`src/rtl/wb_arbiter_pkg.sv`:
```
// ---------------------------------------------------------------------------
// wb_arbiter_pkg
// Shared register-file definitions for the write-back arbiter and its FIFO:
// address/data bus types, enable/reset polarities, the default secondary
// FIFO depth, the FIFO entry type and a helper that qualifies a destination
// register (r0 is hard-wired and never written).
// ---------------------------------------------------------------------------
package wb_arbiter_pkg;

  localparam int RegNumLog2  = 5;
  localparam int RegW        = 32;
  localparam int WbFifoDepth = 4;

  typedef logic [RegNumLog2-1:0] RegAddrBus;
  typedef logic [RegW-1:0]       RegBus;

  localparam RegBus ZeroWord     = '0;
  localparam logic  WriteEnable  = 1'b1;
  localparam logic  WriteDisable = 1'b0;
  localparam logic  RstEnable    = 1'b1;
  localparam logic  RstDisable   = 1'b0;

  typedef struct packed {
    RegAddrBus wadd;
    RegBus     wdata;
  } wb_entry_t;

  // A write to r0 is architecturally a no-op, so it never counts as a request.
  function automatic logic is_valid_addr(input RegAddrBus a);
    return (a != '0);
  endfunction

endpackage

```
`src/rtl/wb_fifo.sv`:
```
// ---------------------------------------------------------------------------
// wb_fifo
// In-order synchronous FIFO holding queued secondary write-backs as
// {wadd, wdata}. A separate occupancy count distinguishes full from empty so
// the read/write pointers can wrap naturally. Two address comparators report
// whether any occupied slot targets a given register (for decode hazards).
//
// Ports:
//   clk         in   clock, rising edge
//   rst         in   synchronous active-high reset (pointers/count only)
//   i_push      in   write i_entry at the tail (ignored when full)
//   i_entry     in   entry to push
//   i_pop       in   drop the head entry (ignored when empty)
//   o_head      out  current head entry
//   o_full      out  count == DEPTH
//   o_empty     out  count == 0
//   i_chk_add1  in   register address to look up (port 1)
//   i_chk_add2  in   register address to look up (port 2)
//   o_match1    out  an occupied slot targets i_chk_add1 (never for r0)
//   o_match2    out  an occupied slot targets i_chk_add2 (never for r0)
// ---------------------------------------------------------------------------
module wb_fifo
  import wb_arbiter_pkg::*;
#(
  parameter  int DEPTH = WbFifoDepth,
  localparam int AW    = $clog2(DEPTH),
  localparam int CW    = $clog2(DEPTH + 1)
) (
  input  logic      clk,
  input  logic      rst,
  input  logic      i_push,
  input  wb_entry_t i_entry,
  input  logic      i_pop,
  output wb_entry_t o_head,
  output logic      o_full,
  output logic      o_empty,
  input  RegAddrBus i_chk_add1,
  input  RegAddrBus i_chk_add2,
  output logic      o_match1,
  output logic      o_match2
);

  wb_entry_t        r_mem [DEPTH];
  logic [AW-1:0]    r_wr_ptr;
  logic [AW-1:0]    r_rd_ptr;
  logic [CW-1:0]    r_count;
  logic             w_do_push;
  logic             w_do_pop;
  logic [DEPTH-1:0] w_hit1;
  logic [DEPTH-1:0] w_hit2;

  assign o_full    = (r_count == CW'(DEPTH));
  assign o_empty   = (r_count == '0);
  assign w_do_push = i_push && !o_full;
  assign w_do_pop  = i_pop && !o_empty;
  assign o_head    = r_mem[r_rd_ptr];

  always_ff @(posedge clk) begin
    if (rst == RstEnable) begin
      r_wr_ptr <= '0;
      r_rd_ptr <= '0;
      r_count  <= '0;
    end else begin
      if (w_do_push) r_wr_ptr <= r_wr_ptr + AW'(1);
      if (w_do_pop)  r_rd_ptr <= r_rd_ptr + AW'(1);
      case ({w_do_push, w_do_pop})
        2'b10:   r_count <= r_count + CW'(1);
        2'b01:   r_count <= r_count - CW'(1);
        default: r_count <= r_count;
      endcase
    end
  end

  // Storage carries no reset: slots are only ever read once the count says
  // they are occupied.
  always_ff @(posedge clk) begin
    if (w_do_push) r_mem[r_wr_ptr] <= i_entry;
  end

  // A slot is occupied when its distance from the read pointer (mod DEPTH)
  // is below the count.
  for (genvar g = 0; g < DEPTH; g++) begin : g_slot
    logic [AW-1:0] w_off;
    logic          w_vld;
    assign w_off     = AW'(g) - r_rd_ptr;
    assign w_vld     = ({1'b0, w_off} < r_count);
    assign w_hit1[g] = w_vld && (r_mem[g].wadd == i_chk_add1);
    assign w_hit2[g] = w_vld && (r_mem[g].wadd == i_chk_add2);
  end

  assign o_match1 = is_valid_addr(i_chk_add1) && (|w_hit1);
  assign o_match2 = is_valid_addr(i_chk_add2) && (|w_hit2);

endmodule

```
`src/rtl/wb_arbiter.sv`:
```
// ---------------------------------------------------------------------------
// wb_arbiter
// Drives the register file's single write port from two sources: the
// in-order pipeline (always wins, never back-pressured) and a secondary
// multi-cycle source (valid/ready) that always goes through an in-order FIFO.
// Decode can query whether a queued write targets a register it wants to read.
//
// Optional build macro: WB_STARVE_GUARD_EN enables a starvation counter that
// raises stall_req after STARVE_MAX consecutive cycles in which a queued
// entry could not be written. Without it stall_req is tied low.
//
// Ports:
//   clk, rst            clock; synchronous active-high reset
//   p_wen/p_wadd/p_wdata pipeline write request (p_wadd == 0 is no request)
//   s_valid/s_ready     secondary handshake; s_wadd/s_wdata its payload
//   w_en/w_add/w_data   registered register-file write port
//   chk_add1/chk_add2   decode read addresses to check
//   chk_busy1/chk_busy2 a queued write targets the matching chk_add
//   stall_req           starvation stall request to pipeline control
// ---------------------------------------------------------------------------
module wb_arbiter
  import wb_arbiter_pkg::*;
#(
  parameter int DEPTH      = WbFifoDepth,
  parameter int STARVE_MAX = 8
) (
  input  logic      clk,
  input  logic      rst,
  input  logic      p_wen,
  input  RegAddrBus p_wadd,
  input  RegBus     p_wdata,
  input  logic      s_valid,
  output logic      s_ready,
  input  RegAddrBus s_wadd,
  input  RegBus     s_wdata,
  output logic      w_en,
  output RegAddrBus w_add,
  output RegBus     w_data,
  input  RegAddrBus chk_add1,
  input  RegAddrBus chk_add2,
  output logic      chk_busy1,
  output logic      chk_busy2,
  output logic      stall_req
);

  if ((DEPTH < 2) || ((DEPTH & (DEPTH - 1)) != 0) || (STARVE_MAX < 1)) begin : g_bad_param
    $error("wb_arbiter: DEPTH must be a power of 2 >= 2 and STARVE_MAX >= 1");
  end

  logic      w_run;
  logic      w_p_req;
  logic      w_s_ready;
  logic      w_push;
  logic      w_pop;
  logic      w_full;
  logic      w_empty;
  logic      w_match1;
  logic      w_match2;
  wb_entry_t w_head;
  wb_entry_t w_s_entry;

  logic      r_w_en_p1;
  RegAddrBus r_w_add_p1;
  RegBus     r_w_data_p1;

  // ---- stage p0: request qualification and arbitration ----
  assign w_run     = (rst == RstDisable);
  assign w_p_req   = p_wen && is_valid_addr(p_wadd);
  // Readiness looks only at the current count; a same-cycle pop does not
  // make room, which keeps s_ready free of any path from p_wen.
  assign w_s_ready = w_run && !w_full;
  assign w_push    = s_valid && w_s_ready && is_valid_addr(s_wadd);
  assign w_pop     = w_run && !w_p_req && !w_empty;
  assign w_s_entry = '{wadd: s_wadd, wdata: s_wdata};

  assign s_ready   = w_s_ready;
  assign chk_busy1 = w_run && w_match1;
  assign chk_busy2 = w_run && w_match2;

  wb_fifo #(.DEPTH(DEPTH)) u_fifo (
    .clk        (clk),
    .rst        (rst),
    .i_push     (w_push),
    .i_entry    (w_s_entry),
    .i_pop      (w_pop),
    .o_head     (w_head),
    .o_full     (w_full),
    .o_empty    (w_empty),
    .i_chk_add1 (chk_add1),
    .i_chk_add2 (chk_add2),
    .o_match1   (w_match1),
    .o_match2   (w_match2)
  );

  // ---- stage p1: registered write port ----
  always_ff @(posedge clk) begin
    if (rst == RstEnable) begin
      r_w_en_p1   <= WriteDisable;
      r_w_add_p1  <= '0;
      r_w_data_p1 <= ZeroWord;
    end else if (w_p_req) begin
      r_w_en_p1   <= WriteEnable;
      r_w_add_p1  <= p_wadd;
      r_w_data_p1 <= p_wdata;
    end else if (w_pop) begin
      r_w_en_p1   <= WriteEnable;
      r_w_add_p1  <= w_head.wadd;
      r_w_data_p1 <= w_head.wdata;
    end else begin
      r_w_en_p1   <= WriteDisable;
    end
  end

  assign w_en   = r_w_en_p1;
  assign w_add  = r_w_add_p1;
  assign w_data = r_w_data_p1;

`ifdef WB_STARVE_GUARD_EN
  localparam int SW = $clog2(STARVE_MAX + 1);

  logic [SW-1:0] r_starve_cnt;
  logic          r_stall_p1;

  // The counter sits at STARVE_MAX until the head is finally popped, so the
  // stall request stays up for exactly as long as the starvation lasts.
  always_ff @(posedge clk) begin
    if (rst == RstEnable) begin
      r_starve_cnt <= '0;
      r_stall_p1   <= 1'b0;
    end else begin
      if (w_pop || w_empty) begin
        r_starve_cnt <= '0;
      end else if (r_starve_cnt != SW'(STARVE_MAX)) begin
        r_starve_cnt <= r_starve_cnt + SW'(1);
      end
      r_stall_p1 <= !w_pop && (r_starve_cnt == SW'(STARVE_MAX));
    end
  end

  assign stall_req = r_stall_p1;
`else
  assign stall_req = 1'b0;
`endif

endmodule
```
`config.mk`:
```
export PLATFORM = sky130hd
export DESIGN_NAME = wb_arbiter
export DESIGN_NICKNAME = d
export VERILOG_FILES = /design/src/rtl/wb_arbiter_pkg.sv /design/src/rtl/wb_fifo.sv /design/src/rtl/wb_arbiter.sv
export SDC_FILE = /design/constraint.sdc
export NUM_CORES = 1
export LEC_CHECK = 0
export ABC_CLOCK_PERIOD_IN_PS = 3500
export BUFFER_PORTS_ARGS = -buffer_cell sky130_fd_sc_hd__buf_2
export CAP_MARGIN = 20
export CORE_AREA = 2 2 117 142
export CTS_CLUSTER_DIAMETER = 150
export CTS_CLUSTER_SIZE = 16
export DETAILED_ROUTE_END_ITERATION = 8
export DIE_AREA = 0 0 119 144
export PLACE_DENSITY = 0.85
export SLEW_MARGIN = 30
export SYNTH_ARGS = -nofsm -noshare
export SYNTH_HDL_FRONTEND = slang
export SYNTH_HIERARCHICAL = 1
export SYNTH_SLANG_ARGS = --single-unit
```
`constraint.sdc`:
```
create_clock -name clk -period 3.5 [get_ports clk]
set_clock_uncertainty 0.05 [all_clocks]
set_input_delay 0.175 -clock clk [delete_from_list [all_inputs] [get_ports clk]]
set_output_delay 0.175 -clock clk [all_outputs]
set_load 0.02 [all_outputs]
```
# Word-level counts from Yosys, hierarchy flattened
# Memory sizes are Yosys's and may differ from the RTL's. A register that Yosys moved wholly into a read port is not among the register bits.
# Cells that the tools add are included.
# classes
magnitude_cmp,4
n_addsub,8
n_eq_ne,11
reduce_logical,32
n_mux,11
bitwise,1
# ops
cell,count
two-way mux 32 bit,2
equality test 5 bit,8
logical AND 1 bit,20
nonzero test 5 bit,4
less-than comparator 2 x 3 -> 1 bit,4
two-way mux 5 bit,2
OR reduction 4 bit,2
one-hot mux 3 bit (2 select lines),1
"adder 2 x 1 -> 2 bit, second input constant",2
two-way mux 1 bit,4
two-way mux 2 bit,2
nonzero test 2 bit,2
"subtractor 1 x 2 -> 2 bit, first input constant",2
"subtractor 2 bit, first input constant",2
"adder 3 x 1 -> 3 bit, second input constant",1
"equality test 3 bit, second input constant",1
zero test 1 bit,3
zero test 3 bit,1
"subtractor 3 x 1 -> 3 bit, second input constant",1
"equality test 2 x 1 -> 1 bit, second input constant",1
"equality test 2 bit, second input constant",1
NOT 1 bit,1
# totals
inputBits,88
reg_bits,45
word_cells,74
mem_bits_rw,148
out_inout_bits,42
memories,1
# mem_list
name,words,word_bits,rd,rd_clocked_by_memory_dff,wr,line,text
u_fifo.r_mem,4,37,5,1,1,wb_fifo.sv:43,wb_entry_t r_mem [DEPTH];

# Depth between registers and ports, before layout
# Gate-level depths: netlist of the first run.
# logic_depth
word_depth,8
ltp_mapped,14
ltp_nobuf,13

# By module
# Netlist of the first run, hierarchy kept.
# modules_own_cells
module,instances,area_per_inst_um2,cells_per_inst
wb_fifo,1,6448.7,336
wb_arbiter,1,2109.5,213

# Worst setup path before layout of the first run
# Ideal clock, no wire load.
# synth_path
kind,input -> register
from,in p_wadd[1]
to,reg u_fifo.r_count[2]
setup_ps,70
arrival_time_ps,2698
required_ps,3380
setup_slack_ps,682
n_path_buf,2
path_stages,12
cell_sequence,or4_1 -> o21a_1 -> buf_6 -> buf_6 -> nor3_1 -> nor2b_1 -> ha_1 -> inv_1 -> fa_1 -> xor2_1 -> or3_1 -> a21oi_1
# synth_between
elab_chain_len,8
# synth_rtl
element,line,text
from (decl),wb_arbiter.sv:30,"input RegAddrBus p_wadd,"
nonzero test 5 bit (*),wb_arbiter_pkg.sv:30,return (a != '0);
logical AND 1 bit (*),wb_arbiter.sv:68,assign w_p_req = p_wen && is_valid_addr(p_wadd);
zero test 1 bit (*),wb_arbiter.sv:73,assign w_pop = w_run && !w_p_req && !w_empty;
logical AND 1 bit (*) (2 in series),wb_arbiter.sv:73,
net w_pop,wb_arbiter.sv:54,logic w_pop;
logical AND 1 bit (*),wb_fifo.sv:55,assign w_do_pop = i_pop && !o_empty;
net u_fifo.w_do_pop,wb_fifo.sv:48,logic w_do_pop;
equality test 2 x 1 -> 1 bit / equality test 2 bit (equally long branches),wb_fifo.sv:66,"case ({w_do_push, w_do_pop})"
one-hot mux 3 bit (2 select lines) / nonzero test 2 bit (equally long branches),--,
to (signal assigned),wb_fifo.sv:67,2'b10: r_count <= r_count + CW'(1);
to (signal assigned),wb_fifo.sv:68,2'b01: r_count <= r_count - CW'(1);
to (signal assigned),wb_fifo.sv:69,default: r_count <= r_count;
to (decl),wb_fifo.sv:46,logic [CW-1:0] r_count;
# The timed path passes the listed nets; every way through them passes the cells marked *.
# A chain may end at the register's enable or synchronous reset.

# Final worst setup path of the first run
# Ends and elaborated chain as after synthesis.

==> results of run 1 <==
[state kept, by name, summed over array words and instances (netlist names), named ones only]
register         count
u_fifo/r_count       3
u_fifo/r_mem       148
u_fifo/r_rd_ptr      2
u_fifo/r_wr_ptr      2
w_add                5
w_data              32
w_en                 1
[critical path: stages]
cell and delay, ps:
dlygate4sd3_1 530, buf_2 120, or4_1 530, o21a_2 220, nor3_1 110, nor2b_1 310, ha_1 250, inv_1 60
fa_1 380, xor2_1 160, or3_1 310, a21oi_1 170
[stage by stage]
step / instances / hold WS [ps]
2_1_floorplan: 549 / 224
3_3_place_gp: 860 / 335
3_5_place_dp: 860 / 342
4_1_cts: 933 / 1.93
5_1_grt: 934 / 25.0
6_report: 935 / 23.0
[timing repair]
item                                    CTS  global route
hold endpoints to repair                152             0
hold buffers                             41             0
endpoints found under the setup margin    0             0
gates resized for setup                   0             0
[placed cells by master (no fill, tap or decap), types with 3 or more instances in the layout]
| cell type | count |
|---|---|
| dfxtp_1 | 45 |
| o31ai_1 | 5 |
| clkinv_4 | 4 |
| bufinv_16 | 3 |
| nor2_1 | 45 |
| buf_4 | 9 |
| mux2_2 | 18 |
| xor2_1 | 18 |
| nand3b_1 | 5 |
| a21oi_1 | 7 |
| nor2b_1 | 36 |
| mux4_2 | 37 |
| inv_1 | 10 |
| buf_2 | 128 |
| nor3_1 | 4 |
| nor4_1 | 10 |
| nand3_1 | 8 |
| mux2_4 | 14 |
| ha_1 | 9 |
| mux2i_1 | 38 |
| and2_2 | 4 |
| clkbuf_16 | 17 |
| edfxtp_1 | 148 |
| dlygate4sd3_1 | 41 |
| xnor2_1 | 28 |
| clkinv_2 | 3 |
[logic make-up (layout without fill, tap and decap cells)]
kind of cell	count (synthesis)	count (layout)	share of synthesized area, %
AOI/OAI and AO/OA	20	20	1.52
buffers and inverters	49	221	2.85
muxes	107	107	19.0
xor gates and xnor gates	46	46	4.71
and+or+nand+nor	121	121	7.40
other	1	3	0.0438
DFF	195	195	62.9
adders and majority gates	10	10	1.55
[final timing paths]
check | start | end | cells past startpoint
hold / removal | p_wen | w_add[1] | 3
hold reg to reg | w_add[2] | w_add[2] | 2
setup reg to reg | u_fifo/r_count[1] | u_fifo/r_count[2] | 13
setup / recovery | p_wadd[1] | u_fifo/r_count[2] | 12
[layout make-up]
cell class,instances,area (um^2)
antenna,2,5.00
inverter,10,37.5
clock buffer,20,447
clock inverter,12,156
multi-input combinational,305,2940
sequential,195,5390
timing repair buffer,179,1140
fill,1068,5510
tap,212,265
[metal layers]
layer | global-route usage, % | wire, um | vias to the layer above
li1 | - | - | 2341
met1 | 25.7 | 7140 | 2604
met4 | 9.65 | 392 | 0
met5 | 0 | 0 | -
met3 | 3.67 | 816 | 31
met2 | 39.4 | 9760 | 181
[power by group through the flow]
stage / Combinational [mW] / Clock (mW) / Sequential [mW]
6_report: 0.589 / 1.96 / 2.62
5_1_grt: 0.636 / 2.08 / 2.63
4_1_cts: 0.589 / 1.99 / 2.62
3_5_place_dp: 0.546 / 0 / 2.67
3_3_place_gp: 0.525 / 0 / 2.66
2_1_floorplan: 0.322 / 0 / 2.71
==> run summary, run 1 <==
critical path capture point type: flip-flop
RSZ-0062 raised after global routing: no
Yosys top cell by area: edfxtp_1
Sink Count: 195
pre-CTS WS: 606 ps
Worst-path clk slew: 70 ps
final worst slack: 455 ps
Lkg Pwr: 3.98 nW
I/O Buffers: 128
Tot GR Track Use: 21.8%
total of max-cap violations: 0
Placer Congestion: 1.02
DP Wirelength: 11400 um
Post-DRT Antenna Nets: 0
Max Root-Sink Buffers: 2
setup violators final: 0
antenna violations before repair: 1
Final Critical Period: 3040 ps
worst vdd ir: 0.381 mV
DRT Wirelength: 18100 um
r2r setup slk: 730 ps
die area: 17100 um^2
Area growth syn-to-layout: 21.3%
post-synth top area share: 51.9%
Nets: 806
Hold WC Path Type: input port to flip-flop
crit share post-route: 87.0%
Slew @ Worst Pin: 650 ps
Starting DRT DRC Count: 367
register area share after synthesis: 62.9%
EDFF count, synth: 148
Placed Area: 9360 um^2
critical path fanouts, max: 3
most instantiated cells after synthesis: edfxtp_1, dfxtp_1, nor2_1
CP required: 3810 ps
Syn Area/Cell: 15.6 um^2
routed length per instance: 19.4 um
Syn Nets: 647
f_max: 0.328 GHz
Final Cell Area: 10400 um^2
worst skew pair latency: 430 ps
clock share of power: 37.9%
Yosys cell types: 38
Starting Density: 53.9%
total number of vias: 5157
Setup TNS: 0 ps
pins over their slew limit: 0
GRT Residual Overflow: 0
Cells after Synth: 549
PwrDens: 498 nW/um^2
final hold vios: 0
Post-CTS Setup Repair Bufs: 0
# DRC: 0
Ys Warns: 6
total power: 5.17 mW
pin count of the biggest net entering global routing: 49
WS Path Type: input port to flip-flop
Flop pwr share: 50.7%
Rel. slew slack: 56.7%
Worst Path Arrival: 3350 ps
post-DR vias/cell: 5.52
number of CTS-inserted buffers: 17
vias in the first global route: 5434
Final Core Density: 65.3%
global-route wire length before repair: 28100 um
TritonCTS clock tree: done
number of synthesized register bits: 195
Comb pwr share: 11.4%
most frequent cell after synthesis: edfxtp_1
net switching power: 1.17 mW
die height: 144 um
Post-Syn Area: 8560 um^2
Sw Ratio: 22.6%
Chip Width: 119 um
asr flop ratio synth: 0%
Core Area: 15900 um^2
clk root buf: clkbuf_16
Synth Flop Type: edfxtp_1
share of layout cells above drive strength 1: 34.1%
num rows: 51
Worst setup SP type: input port
status: complete, no violations
Initial DRT Pass Iterations: 7
top-level I/O count: 130
internal power: 4.00 mW
H-tree Lvls: 4
largest cells by area after synthesis: edfxtp_1, dfxtp_1, mux4_2, mux2i_1, xnor2_1
(Power assumes the default switching activity.)
==> inputs of run 2 (changes only) <==
--- a/config.mk
+++ b/config.mk
@@ -15,4 +15,5 @@
 export DIE_AREA = 0 0 119 144
 export PLACE_DENSITY = 0.85
+export SKIP_LAST_GASP = 1
 export SLEW_MARGIN = 30
 export SYNTH_ARGS = -nofsm -noshare
==> constraint.sdc (replaced) <==
create_clock -name clk -period 3.5 [get_ports clk]
set_clock_uncertainty 0.05 [all_clocks]
set_input_delay 1.05 -clock clk [delete_from_list [all_inputs] [get_ports clk]]
set_output_delay 1.05 -clock clk [all_outputs]
set_load 0.02 [all_outputs]
==> run 2 against run 1 <==
Effect of this change:
- critical path depth shrank 2
- maximum frequency shrank 12%
- first-iteration DRC count shrank 11%
- die area is the same
- cell count shrank 3.5%
- total power shrank 0.70%
- sequential power is essentially flat
- wire length grew 1.3%
- sequential share of layout area grew 1.1 points
- clock power is essentially flat
- critical endpoint is now chk_busy1
- highest routed layer unchanged
==> run summary, run 2 (same netlist as run 1, synthesis figures left out) <==
Worst Path Arrival: 2370 ps (-980 ps)
H-tree Lvls: 4 (unchanged)
clk root buf: clkbuf_16
status: complete, no violations
R2R depth: 9 (-4)
RSZ-0062 raised after global routing: yes
Rel. slew slack: 56.1% (-0.63 points)
Max Root-Sink Buffers: 2 (unchanged)
global-route wire length before repair: 27600 um (-1.7%)
Starting Density: 53.9% (unchanged)
worst vdd ir: 0.491 mV (+29%)
Worst-path clk slew: 70 ps (about the same)
die area: 17100 um^2 (unchanged)
pin count of the biggest net entering global routing: 65 (+33%)
Placer Congestion: 0.877 (-14%)
worst skew pair latency: 430 ps (about the same)
Top reg by flops: u_fifo/r_mem
total power: 5.13 mW (-0.70%)
Worst setup SP type: flip-flop
Chip Width: 119 um (unchanged)
routed length per instance: 20.3 um (+5.0%)
CP required: 2400 ps (-1410 ps)
DRT Wirelength: 18300 um (+1.3%)
Hold WC Path Type: flip-flop to flip-flop
num rows: 51 (unchanged)
WS Path Type: flip-flop to primary output
Nets: 774 (-4.0%)
number of CTS-inserted buffers: 17 (unchanged)
Tot GR Track Use: 21.6% (-0.19 points)
Setup TNS: 0 ps (unchanged)
pins over their slew limit: 0 (unchanged)
top-level I/O count: 130 (unchanged)
r2r setup slk: 880 ps (+150 ps)
commonest cells after routing, fill and taps aside: edfxtp_1, buf_2, nor2_1, dfxtp_1, mux2i_1
WHS Path Cells: 2 (-1)
# DRC: 0 (unchanged)
Largest register FFs: 148 (unchanged)
hold path startpoint: u_fifo/r_count[1]
setup violators final: 0 (unchanged)
crit share post-route: 99.0% (+12 points)
worst r2r src: u_fifo/r_count[0]
Initial DRT Pass Iterations: 6 (-1)
antenna violations before repair: 1 (unchanged)
Core Area: 15900 um^2 (unchanged)
I/O Buffers: 128 (unchanged)
# fillers: 1101 (+3.1%)
vias in the first global route: 5212 (-4.1%)
GRT Residual Overflow: 0 (unchanged)
Area growth syn-to-layout: 19.0%
Lkg Pwr: 3.88 nW (-2.6%)
Hold Path End: u_fifo/r_count[1]
Starting DRT DRC Count: 328 (-11%)
f_max: 0.289 GHz (-12%)
total number of vias: 5015 (-2.8%)
TritonCTS clock tree: done
DP Wirelength: 12200 um (+6.5%)
final hold vios: 0 (unchanged)
Final Critical Period: 3470 ps (+421 ps)
Post-DRT Antenna Nets: 0 (unchanged)
post-DR vias/cell: 5.56 (+0.80%)
Worst R2R End: u_fifo/r_mem[1][32]
share of layout cells above drive strength 1: 39.5% (+5.4 points)
Sink Count: 195 (unchanged)
Slew @ Worst Pin: 659 ps (+9.46 ps)
total of max-cap violations: 0 (unchanged)
commonest non-fill, non-tap cell in the layout: edfxtp_1
PwrDens: 504 nW/um^2 (+1.2%)
die height: 144 um (unchanged)
critical path capture point type: primary output
critical path fanouts, max: 6 (+3)
==> run 2: worst max-delay path by stage <==
| stage | startpoint | end | slack (ps) | cells past startpoint |
|---|---|---|---|---|
| floorplan | p_wadd[1] | u_fifo/r_count[2] | -80 | 12 |
| global placement | chk_add1[2] | chk_busy1 | -5 | 8 |
| detailed placement | p_wadd[1] | u_fifo/r_count[2] | -7 | 11 |
| CTS | u_fifo/r_count[1] | chk_busy2 | -7 | 9 |
| global route | u_fifo/r_rd_ptr[1] | chk_busy2 | -60 | 10 |
| finish | u_fifo/r_rd_ptr[0] | chk_busy1 | 30 | 10 |
==> run 2: cell type report <==
type	instances	area [um^2]	share of cell area, %
Timing Repair Buffer	147	830	8.15
Clock inverter	15	164	1.61
Sequential cell	195	5400	53.1
Antenna cell	1	2.50	0.0246
Multi-Input combinational cell	305	3060	30.0
Inverter	10	37.5	0.369
Clock buffer	17	425	4.18
Tap cell	212	265	2.61
==> run 2: repair_timing <==
item | 4_1_cts | 5_1_grt
hold buffers | 0 | 0
pin swaps | 0 | 7
gates resized for setup | 3 | 23
endpoints found under the setup margin | 2 | 2
setup buffers | 0 | 1
==> run 2: report_power, final <==
group          internal (mW)  leakage (nW)  total (mW)  switching (mW)
Clock                   1.12         0.287        1.93           0.815
Sequential              2.57          1.74        2.62          0.0441
Combinational          0.261          1.86       0.583           0.322
Total                   3.95          3.88        5.13            1.18
==> run 2: worst max-delay path, cell delays in order (launching register included) <==
cell and delay (ps):
dfxtp_4 380, xnor2_2 150, inv_1 80, ha_1 270, nand2b_1 140, o22ai_4 120, nor4_4 290, nor4_2 70
a21oi_1 140, nor2b_1 140, buf_4 150
==> run 2: metal layers <==
metal	vias to the layer above	global-route usage (%)	wire length, um
li1	2285	-	-
met1	2518	25.2	7080
met2	173	38.4	9780
met3	39	5.24	924
met4	0	9.15	563
met5	-	0	0
==> run 2: through the flow <==
step	std cells	cell area (um^2)	setup slack [ps]	util (%)	hold slack (ps)
floorplan	549	8570	-81.2	-	432
global placement	868	9460	-5.20	59.5	464
detailed placement	868	9460	-7.05	59.5	492
CTS	900	10100	-7.21	63.3	501
global route	902	10200	-55.6	64.1	513
finish	902	10200	34.3	64.1	494
==> inputs of run 3 (changes only) <==
Settings changed: CTS_BUF_LIST set to sky130_fd_sc_hd__clkbuf_8.
==> run 3 against run 2 <==
Effect of this change:
- hold slack gained 5.0 ps
- cell count is the same
- wire length shrank 4.7%
- setup slack gained 15 ps
- global-route usage shrank 0.57 points
- critical path type unchanged
- critical endpoint unchanged
- highest routed layer unchanged
==> run summary, run 3 (same netlist as run 1, synthesis figures left out) <==
setup violators final: 0 (unchanged)
post-DR vias/cell: 5.46 (-1.8%)
total number of vias: 4923 (-1.8%)
critical path capture point type: primary output
Setup TNS: 0 ps (unchanged)
RSZ-0062 raised after global routing: yes
routing usage on met2: 37.4% (-1.1 points)
top-level I/O count: 130 (unchanged)
Post-DRT Antenna Nets: 0 (unchanged)
Final Critical Period: 3450 ps (-15.3 ps)
critical path fanouts, max: 5 (-1)
final hold vios: 0 (unchanged)
hold path startpoint: w_add[1]
share of layout cells above drive strength 1: 39.5% (unchanged)
Tot GR Track Use: 21.1% (-0.57 points)
vias in the first global route: 5201 (-0.21%)
Chip Width: 119 um (unchanged)
Lkg Pwr: 3.79 nW (-2.3%)
number of CTS-inserted buffers: 17 (unchanged)
GRT busiest layer: met2
pin count of the biggest net entering global routing: 65 (unchanged)
Starting Density: 53.9% (unchanged)
crit share post-route: 98.6% (-0.44 points)
R2R depth: 12 (+3)
Placer Congestion: 0.877 (unchanged)
total power: 4.64 mW (-9.7%)
Hold WC Path Type: flip-flop to flip-flop
pins over their slew limit: 0 (unchanged)
status: complete, no violations
Sink Count: 195 (unchanged)
num rows: 51 (unchanged)
Worst setup SP type: flip-flop
Top reg by flops: u_fifo/r_mem
die area: 17100 um^2 (unchanged)
CTS Hold Bufs: 0 (unchanged)
DRT Wirelength: 17500 um (-4.7%)
Min Hold Slack: 499 ps (+5.02 ps)
Max Root-Sink Buffers: 2 (unchanged)
# fillers: 1122 (+1.9%)
H-tree Lvls: 4 (unchanged)
WS Path Type: flip-flop to primary output
f_max: 0.290 GHz (+0.44%)
Initial DRT Pass Iterations: 4 (-2)
Core Area: 15900 um^2 (unchanged)
PwrDens: 464 nW/um^2 (-7.9%)
WHS Path Cells: 2 (unchanged)
commonest non-fill, non-tap cell in the layout: edfxtp_1
pre-CTS WS: -7.05 ps (unchanged)
Starting DRT DRC Count: 315 (-4.0%)
TritonCTS clock tree: done
routed length per instance: 19.4 um (-4.7%)
M1 GR Usage: 24.2% (-1.0 points)
GRT Residual Overflow: 0 (unchanged)
Nets: 774 (unchanged)
Rel. slew slack: 57.6% (+1.5 points)
final worst slack: 49.6 ps (+15.3 ps)
total of max-cap violations: 0 (unchanged)
met3 Usage GRT: 4.93% (-0.32 points)
I/O Buffers: 128 (unchanged)
Worst Path Arrival: 2350 ps (-20 ps)
# DRC: 0 (unchanged)
CP required: 2400 ps (about the same)
worst r2r src: u_fifo/r_count[2]
worst skew pair latency: 450 ps (+20 ps)
die height: 144 um (unchanged)
Worst-path clk slew: 90 ps (+20 ps)
Area growth syn-to-layout: 16.7%
CP startpoint: u_fifo/r_rd_ptr[0]
Slew @ Worst Pin: 637 ps (-22.3 ps)
commonest cells after routing, fill and taps aside: edfxtp_1, buf_2, nor2_1, dfxtp_1, mux2i_1
clk root buf: clkbuf_8
DP Wirelength: 12200 um (unchanged)
antenna violations before repair: 1 (unchanged)
worst vdd ir: 0.322 mV (-34%)
Largest register FFs: 148 (unchanged)
global-route wire length before repair: 26900 um (-2.6%)
[run 3: cell counts in the layout (fill, tap and decap cells not counted)]
No cell type changed its count.
[run 3: through the flow]
step / instance area [um^2] / std cells / util (%)
floorplan: 8570 / 549 / -
global placement: 9460 / 868 / 59.5
detailed placement: 9460 / 868 / 59.5
CTS: 9860 / 900 / 62.1
global route: 9980 / 902 / 62.8
finish: 9980 / 902 / 62.8
[run 3: what timing repair did]
| action | in CTS | in global routing |
|---|---|---|
| pin swaps | 0 | 7 |
| endpoints found under the hold margin | 0 | 0 |
| gates resized for setup | 4 | 20 |
| setup endpoints to repair | 2 | 2 |
| buffers inserted | 0 | 1 |
[run 3: worst paths after layout]
path,to,slack [ps]
worst min register to register,w_add[1],500
worst min-delay path,w_add[1],500
worst max-delay path,chk_busy1,50
worst max register to register,u_fifo/r_count[2],900
[run 3: cell type report]
cell class / instances / area, um^2 / share of cell area (%)
Multi-Input combinational cell: 305 / 3060 / 30.6
Clock inverter: 15 / 164 / 1.64
Antenna cell: 1 / 2.50 / 0.0251
Tap cell: 212 / 265 / 2.66
Sequential cell: 195 / 5400 / 54.1
Clock buffer: 17 / 234 / 2.34
Inverter: 10 / 37.5 / 0.376
Timing Repair Buffer: 147 / 826 / 8.27
[run 3: worst max-delay path, cell delays in order, from the launching register on]
cell	delay, ps
dfxtp_4	380
xnor2_2	140
inv_1	60
ha_1	280
nand2b_1	130
o22ai_4	120
nor4_4	290
nor4_2	60
a21oi_1	130
nor2b_1	140
buf_4	150
[run 3: where the power goes]
group	switching (mW)	internal [mW]
registers	0.0422	2.57
logic	0.316	0.261
clock network	0.746	0.700
[run 3: metal layers]
| metal | share of wire (%) | vias to the layer above |
|---|---|---|
| li1 | - | 2284 |
| met1 | 38 | 2441 |
| met2 | 53 | 166 |
| met3 | 5.5 | 32 |
| met4 | 3.1 | 0 |
| met5 | 0 | - |
